## src/rtl/stream_mux2_if.sv

```systemverilog
// Handshake bundle for the 2-to-1 packet mux: two valid/ready/last input streams and one output stream.
// The slave modport is the mux side; the master modport is the traffic source/sink side.
interface stream_mux2_if #(
  parameter int WIDTH = 8
);
  logic             in1_valid;
  logic [WIDTH-1:0] in1_data;
  logic             in1_last;
  logic             in1_ready;
  logic             in2_valid;
  logic [WIDTH-1:0] in2_data;
  logic             in2_last;
  logic             in2_ready;
  logic             out_valid;
  logic [WIDTH-1:0] out_data;
  logic             out_last;
  logic             out_src;
  logic             out_ready;
  logic [1:0]       dbg_state;

  modport slave (
    input  in1_valid, in1_data, in1_last,
    input  in2_valid, in2_data, in2_last,
    input  out_ready,
    output in1_ready, in2_ready,
    output out_valid, out_data, out_last, out_src,
    output dbg_state
  );

  modport master (
    output in1_valid, in1_data, in1_last,
    output in2_valid, in2_data, in2_last,
    output out_ready,
    input  in1_ready, in2_ready,
    input  out_valid, out_data, out_last, out_src,
    input  dbg_state
  );
endinterface

```

## src/rtl/stream_mux2.sv

```systemverilog
// Two-input packet mux with round-robin packet arbitration, lock-until-last, and a single
// registered output stage that sustains one beat per cycle.
module stream_mux2 #(
  parameter int WIDTH = 8
) (
  input  logic         clk,
  input  logic         reset,
  stream_mux2_if.slave bus
);
  // Handshake: a beat moves on a port when valid and ready are both high at a rising clk edge.
  // Readys are combinational; valids must never depend on them.

  typedef enum logic [1:0] {
    IDLE  = 2'd0,
    LOCK1 = 2'd1,
    LOCK2 = 2'd2
  } state_t;

  state_t           state, state_next;
  logic             ptr, ptr_next;  // input that wins a tie: 0 = in1, 1 = in2
  logic             space;
  logic             rdy1, rdy2;
  logic             acc1, acc2;
  logic             out_valid_q;
  logic [WIDTH-1:0] out_data_q;
  logic             out_last_q;
  logic             out_src_q;

  // Register can take a beat when empty or when its current beat leaves this cycle.
  assign space = !out_valid_q || bus.out_ready;
  assign acc1  = rdy1 && bus.in1_valid;
  assign acc2  = rdy2 && bus.in2_valid;

  always_comb begin
    rdy1       = 1'b0;
    rdy2       = 1'b0;
    state_next = state;
    ptr_next   = ptr;
    case (state)
      IDLE: begin
        if (bus.in1_valid && (!bus.in2_valid || !ptr)) rdy1 = space;
        else if (bus.in2_valid)                         rdy2 = space;
      end
      LOCK1:   rdy1 = space;
      LOCK2:   rdy2 = space;
      default: state_next = IDLE;
    endcase
    if (rdy1 && bus.in1_valid) begin
      if (bus.in1_last) begin
        state_next = IDLE;
        ptr_next   = 1'b1;
      end else begin
        state_next = LOCK1;
      end
    end else if (rdy2 && bus.in2_valid) begin
      if (bus.in2_last) begin
        state_next = IDLE;
        ptr_next   = 1'b0;
      end else begin
        state_next = LOCK2;
      end
    end
  end

  always_ff @(posedge clk) begin
    if (reset) begin
      state <= IDLE;
      ptr   <= 1'b0;
    end else begin
      state <= state_next;
      ptr   <= ptr_next;
    end
  end

  always_ff @(posedge clk) begin
    if (reset) begin
      out_valid_q <= 1'b0;
      out_data_q  <= '0;
      out_last_q  <= 1'b0;
      out_src_q   <= 1'b0;
    end else if (acc1) begin
      out_valid_q <= 1'b1;
      out_data_q  <= bus.in1_data;
      out_last_q  <= bus.in1_last;
      out_src_q   <= 1'b0;
    end else if (acc2) begin
      out_valid_q <= 1'b1;
      out_data_q  <= bus.in2_data;
      out_last_q  <= bus.in2_last;
      out_src_q   <= 1'b1;
    end else if (bus.out_ready) begin
      out_valid_q <= 1'b0;
    end
  end

  assign bus.in1_ready = rdy1;
  assign bus.in2_ready = rdy2;
  assign bus.out_valid = out_valid_q;
  assign bus.out_data  = out_data_q;
  assign bus.out_last  = out_last_q;
  assign bus.out_src   = out_src_q;
  assign bus.dbg_state = state;
endmodule

```

## src/flat_wrapper.sv

```systemverilog
// flat-port wrapper written by rule: the top's interface ports become plain ports
module stream_mux2_flat 
#(
  parameter int WIDTH = 8
)
  (clk, reset, bus_in1_valid, bus_in1_data, bus_in1_last, bus_in2_valid, bus_in2_data, bus_in2_last, bus_out_ready, bus_in1_ready, bus_in2_ready, bus_out_valid, bus_out_data, bus_out_last, bus_out_src, bus_dbg_state);
  stream_mux2_if #(.WIDTH(WIDTH)) bus_i ();
  input  logic clk;
  input  logic reset;
  input wire logic [$bits(bus_i.in1_valid)-1:0] bus_in1_valid;
  input wire logic [$bits(bus_i.in1_data)-1:0] bus_in1_data;
  input wire logic [$bits(bus_i.in1_last)-1:0] bus_in1_last;
  input wire logic [$bits(bus_i.in2_valid)-1:0] bus_in2_valid;
  input wire logic [$bits(bus_i.in2_data)-1:0] bus_in2_data;
  input wire logic [$bits(bus_i.in2_last)-1:0] bus_in2_last;
  input wire logic [$bits(bus_i.out_ready)-1:0] bus_out_ready;
  output wire logic [$bits(bus_i.in1_ready)-1:0] bus_in1_ready;
  output wire logic [$bits(bus_i.in2_ready)-1:0] bus_in2_ready;
  output wire logic [$bits(bus_i.out_valid)-1:0] bus_out_valid;
  output wire logic [$bits(bus_i.out_data)-1:0] bus_out_data;
  output wire logic [$bits(bus_i.out_last)-1:0] bus_out_last;
  output wire logic [$bits(bus_i.out_src)-1:0] bus_out_src;
  output wire logic [$bits(bus_i.dbg_state)-1:0] bus_dbg_state;
  assign bus_i.in1_valid = bus_in1_valid;
  assign bus_i.in1_data = bus_in1_data;
  assign bus_i.in1_last = bus_in1_last;
  assign bus_i.in2_valid = bus_in2_valid;
  assign bus_i.in2_data = bus_in2_data;
  assign bus_i.in2_last = bus_in2_last;
  assign bus_i.out_ready = bus_out_ready;
  assign bus_in1_ready = bus_i.in1_ready;
  assign bus_in2_ready = bus_i.in2_ready;
  assign bus_out_valid = bus_i.out_valid;
  assign bus_out_data = bus_i.out_data;
  assign bus_out_last = bus_i.out_last;
  assign bus_out_src = bus_i.out_src;
  assign bus_dbg_state = bus_i.dbg_state;
  stream_mux2 #(.WIDTH(WIDTH)) u_core (.clk(clk), .reset(reset), .bus(bus_i));
endmodule
```

## config.mk

```make
export PLATFORM = sky130hd
export DESIGN_NAME = stream_mux2_flat
export DESIGN_NICKNAME = d
export VERILOG_FILES = /design/src/rtl/stream_mux2_if.sv /design/src/rtl/stream_mux2.sv /design/src/flat_wrapper.sv
export SDC_FILE = /design/constraint.sdc
export NUM_CORES = 1
export LEC_CHECK = 0
export CORE_MARGIN = 10
export CORE_UTILIZATION = 37
export CTS_CLUSTER_SIZE = 40
export DETAILED_ROUTE_END_ITERATION = 8
export GPL_TIMING_DRIVEN = 0
export PLACE_DENSITY = 0.73
export SKIP_LAST_GASP = 1
export SLEW_MARGIN = 30
export SYNTH_ARGS = -nofsm -noshare
export SYNTH_HDL_FRONTEND = slang
export SYNTH_SLANG_ARGS = --single-unit
```

## constraint.sdc

```tcl
create_clock -name clk -period 1.15 [get_ports clk]
set_input_delay 0.1725 -clock clk [delete_from_list [all_inputs] [get_ports clk]]
set_output_delay 0.1725 -clock clk [all_outputs]
set_load 0.02 [all_outputs]
```

## Yosys cells after proc, flatten, opt, wreduce, memory -nomap -nowiden

Index checks and enable logic that the tools add are counted.
Widths: inputs -> output; s select.

| cells by class | value |
|---|---|
| muxes and demuxes | 21 |
| reduce and logical (&&, ||, !) cells | 15 |
| equal/unequal tests | 4 |

Operator list:

| kind | number |
|---|---|
| $mux 8 | 2 |
| $mux 1 | 13 |
| $mux 2 | 4 |
| $pmux 1 s2 | 2 |
| $reduce_bool 2->1 | 2 |
| $logic_and 1x1->1 | 3 |
| $logic_not 1->1 | 3 |
| $ne 3x1->1 const B | 1 |
| $reduce_and 3->1 | 1 |
| $reduce_bool 3->1 | 1 |
| $reduce_or 3->1 | 1 |
| $eq 2x1->1 const B | 1 |
| $eq 2x2->1 const B | 1 |
| $logic_not 2->1 | 1 |
| $logic_or 1x1->1 | 2 |
| $ne 2x2->1 const B | 1 |
| $reduce_or 2->1 | 1 |

| word-level totals | value |
|---|---|
| word-level logic and storage cells | 46 |
| output and inout bits | 15 |
| bits of input ports | 23 |
| register bits after elaboration | 14 |

## Logic depth before layout (Yosys ltp)

| logic depth | value |
|---|---|
| depth after elaboration | 8 |
| gate-level depth with buffers | 5 |
| depth with buffers taken out | 3 |

## Least setup slack after synthesis

OpenSTA, ideal clock, no wires.

| timing path | value |
|---|---|
| kind | reg-to-output |
| from | register u_core.out_valid_q, in the netlist u_core.bus.out_valid |
| to | output port bus_in2_ready |
| cell stages (with the launch flop) | 5 |
| required time | 978 ps |
| buffers on the path | 2 |
| slack | -306 ps |
| arrival | 1283 ps |
| cell sequence | dfxtp_1 > nor2b_1 > buf_4 > buf_6 > nor3_1 |

| on the way | value |
|---|---|
| cells in the longest elaborated chain, start to end | 5 |

RTL lines:

| element | RTL line | text |
|---|---|---|
| from (decl) | stream_mux2.sv:24 | `logic out_valid_q;` |
| from (signal assigned) | stream_mux2.sv:77 | `out_valid_q <= 1'b0;` |
| from (signal assigned) | stream_mux2.sv:82 | `out_valid_q <= 1'b1;` |
| from (signal assigned) | stream_mux2.sv:87 | `out_valid_q <= 1'b1;` |
| $logic_not 1->1 (*) | stream_mux2.sv:30 | `assign space = !out_valid_q \|\| bus.out_ready;` |
| $logic_or 1x1->1 (*) | stream_mux2.sv:30 |  |
| $mux 1 | stream_mux2.sv:42 | `else if (bus.in2_valid) rdy2 = space;` |
| $mux 1 | stream_mux2.sv:41 | `if (bus.in1_valid && (!bus.in2_valid \|\| !ptr)) rdy1 = space;` |
| $pmux 1 s2 (*) | stream_mux2.sv:39 | `case (state)` |
| to (decl) | flat_wrapper.sv:18 | `output wire logic [$bits(bus_i.in2_ready)-1:0] bus_in2_ready;` |

Mark *: on every way between the ends. The rest lies on a longest branch, timed or not.

## Worst setup path in the final report

| timing path | value |
|---|---|
| from | register u_core.ptr |
| to | output port bus_in2_ready |

| on the way | value |
|---|---|
| cells in the longest elaborated chain, start to end | 5 |

RTL lines:

| element | RTL line | text |
|---|---|---|
| from (decl) | stream_mux2.sv:20 | `logic ptr, ptr_next;` |
| from (signal assigned) | stream_mux2.sv:71 | `ptr <= ptr_next;` |
| $logic_not 1->1 | stream_mux2.sv:41 |  |
| $logic_or 1x1->1 | stream_mux2.sv:41 |  |
| $logic_and 1x1->1 | stream_mux2.sv:41 |  |
| $mux 1 | stream_mux2.sv:41 |  |
| $pmux 1 s2 | stream_mux2.sv:39 |  |

No other way between the ends.

==> flow_summary.toml <==
[sta]
timing.final.crit_share_pct = 124
hold_violations = 0
timing.slew.headroom_pct = 75.7
whs_ns = 0.353
setup_slack_ns = -0.281
fmax_ghz = 0.699
drv_slew = 0
finalSetupViolations = 16
fin_crit_ns = 1.43
tightest_slew_ns = 0.362
rsz0062_at_grt = "true"
clock_skew_ns = 0.00554

[detailed_routing]
drc = 0
via_per_inst = 5.99
finalWirelength_um = 4170
drt_iter0_markers = 62
drt-wirelength-per-cell_um = 23.2
drt-pass1-iter-count = 5
ant_nets = 0
vias = 1079

[final_layout]
n_antenna_cell = 0
drive_above_1_share_pct = 57.2
area_growth_pct = 123
layout.nets = 176

[status]
status = "finished, violations left"
failed_checks = "setup timing"

[yosys]
async_flop_share_pct = 0
yosys.area.top_type = "dfxtp_1"
synth_edf_count = 0
synthFlopType = "dfxtp_1"
ys_warn_count = 0
synthCells = 87
synth.distinct_cells = 28
netlist_area_um2 = 860
synth_most_common_cell = "a2111oi_1"
synth_fp_nets = 110
synth_seq_cells = 14
synthTopCellsByArea = "dfxtp_1 33%, a2111oi_1 19%, nor4_1 6.6%"
synthTopCellsByCount = "16 x a2111oi_1, 14 x dfxtp_1, 11 x inv_1"
yosysSeqAreaShare_pct = 32.6
synth.top_cell.area_share_pct = 32.6
avgSynthCellArea_um2 = 9.88

[global_routing]
grt_pass1_wl_um = 5690
grt_max_degree = 11
overflow = 0
track_usage_pct = 15.8
first_global_vias = 1093
antenna_found_initial = 0

[critical_path]
arrival_ns = 1.26
cp-start-kind = "register"
cp_num_buf_inv = 1
crit_path_max_incr_delay_ns = 0.38
slowest_stage = "dfxtp_4"
required_ns = 0.98
cp_top_family = "flip-flops"
crit_type = "reg -> out"
path_cells = "or2b_1, a21oi_2, nor3_4, buf_6"
critPathMaxFanout = 6
worst_setup_path_end_kind = "primary output"

[clocking]
cts-root-buf = "clkbuf_4"
hold_buffers = 0
clkTransAtPathRegs_ns = 0.10
cts_tree = "done"
clock_latency_ns = 0.29
clock-sinks = 14
clock_path_buffers = 2
htree_levels = 1
cts_buffers = 3

[pwr]
leakage_nw = 0.701
p_total_mw = 1.80
power_density_nw_per_um2 = 936
ir_drop_mv = 0.948

[floorplan]
initial_utilization_pct = 38.9
core_area_um2 = 2210
num_rows = 17
ios = 38
die_w_um = 68.2
die_h_um = 68.2
die-area_um2 = 4650

[placement]
dpl.hpwl_um = 2080
routabilityCongestion = 0.769
portBuffers = 37

[job]
drv_cap = 0

[min_path]
hold_path_class = "in -> reg"
## power breakdown
part,leakage [nW],switching (mW),internal [mW]
sequential,0.119,0.0411,0.535
clock,0.0150,0.182,0.135
combinational,0.567,0.452,0.450
## worst paths after layout
kind	to	from	slack (ns)	cells past startpoint
worst max register to register	u_core.bus.out_data[3]$_SDFFE_PP0P_	u_core.bus.out_valid$_SDFFE_PP0P_	-0.27	7
worst max-delay path	bus_in2_ready	u_core.ptr$_SDFFE_PP0P_	-0.28	4
worst min-delay path	u_core.bus.out_valid$_SDFFE_PP0P_	bus_out_ready	0.35	3
worst min register to register	u_core.bus.out_data[2]$_SDFFE_PP0P_	u_core.bus.out_data[2]$_SDFFE_PP0P_	0.49	2
## cell families after synthesis
family	synth area share [%]
DFF	32.6
and+or+nand+nor	18.6
AOI/OAI and AO/OA	32.9
buffers and inverters	15.9
## cells in the final DEF (no fill, tap or decap), drive strengths merged
| cell type | Yosys | routed |
|---|---|---|
| a21oi | 4 | 4 |
| buf | 8 | 36 |
| nand2b | 3 | 3 |
| a211oi | 1 | 1 |
| clkdlybuf4s15 | 0 | 5 |
| nor4 | 9 | 9 |
| clkbuf | 0 | 8 |
| nand2 | 1 | 1 |
| clkinvlp | 0 | 1 |
| o211ai | 1 | 1 |
| dlygate4sd2 | 0 | 3 |
| a2111oi | 18 | 18 |
| and3b | 1 | 1 |
| and2b | 1 | 1 |
| o211a | 1 | 1 |
| o21ba | 1 | 1 |
| nor4b | 1 | 1 |
| dlymetal6s2s | 0 | 1 |
| nor3 | 4 | 4 |
| inv | 11 | 10 |
| clkdlybuf4s50 | 0 | 19 |
| nor2b | 2 | 2 |
| a211o | 2 | 2 |
| or2b | 1 | 1 |
| a31oi | 1 | 1 |
| dfxtp | 14 | 14 |
| o21ai | 2 | 3 |
## routing by layer
metal	track usage, %	part of all wire, %	vias up
met5	0	0	-
met4	3.27	0.50	0
met3	2.77	4.9	5
met2	28.1	56	43
met1	19.3	38	549
li1	-	-	482
## state kept, by name, summed over array words and instances, names as in the netlist
name / count
u_core.ptr: 1
u_core.bus.dbg_state: 2
u_core.bus.out_src: 1
u_core.bus.out_data: 8
u_core.bus.out_last: 1
u_core.bus.out_valid: 1
## worst min-delay path, delay by kind of cell
family | cells | cell delay [ns]
simple gates | 1 | 0.23
buf+inv | 1 | 0.15
compound gates | 1 | 0.06
## cell type report
type / count / area, µm²
Clock buffer: 4 / 26.3
Buffer: 7 / 98.8
Tap cell: 28 / 35.0
Multi-Input combinational cell: 55 / 812
Sequential cell: 14 / 295
Inverter: 11 / 45.0
Timing Repair Buffer: 61 / 606
Fill cell: 102 / 294
## stage by stage
| stage | worst slack [ns] | setup TNS [ns] | instance area [µm²] | cells | util [%] |
|---|---|---|---|---|---|
| finish | -0.281 | -2.78 | 1920 | 180 | 86.7 |
| global route | -0.321 | -3.44 | 1920 | 180 | 86.7 |
| CTS | -0.262 | -2.16 | 1700 | 171 | 76.9 |
| detailed placement | -0.832 | -8.50 | 1340 | 152 | 60.6 |
| global placement | -0.825 | -8.12 | 1340 | 152 | 60.6 |
| floorplan | -0.0779 | -0.743 | 935 | 87 | - |
## what timing repair did
action | CTS | global route
gates resized for setup | 70 | 46
endpoints found under the setup margin | 28 | 26
setup buffers | 13 | 10
pin swaps | 11 | 12
cloned | 3 | 0
No activity file was read; power rests on OpenSTA's default activity.
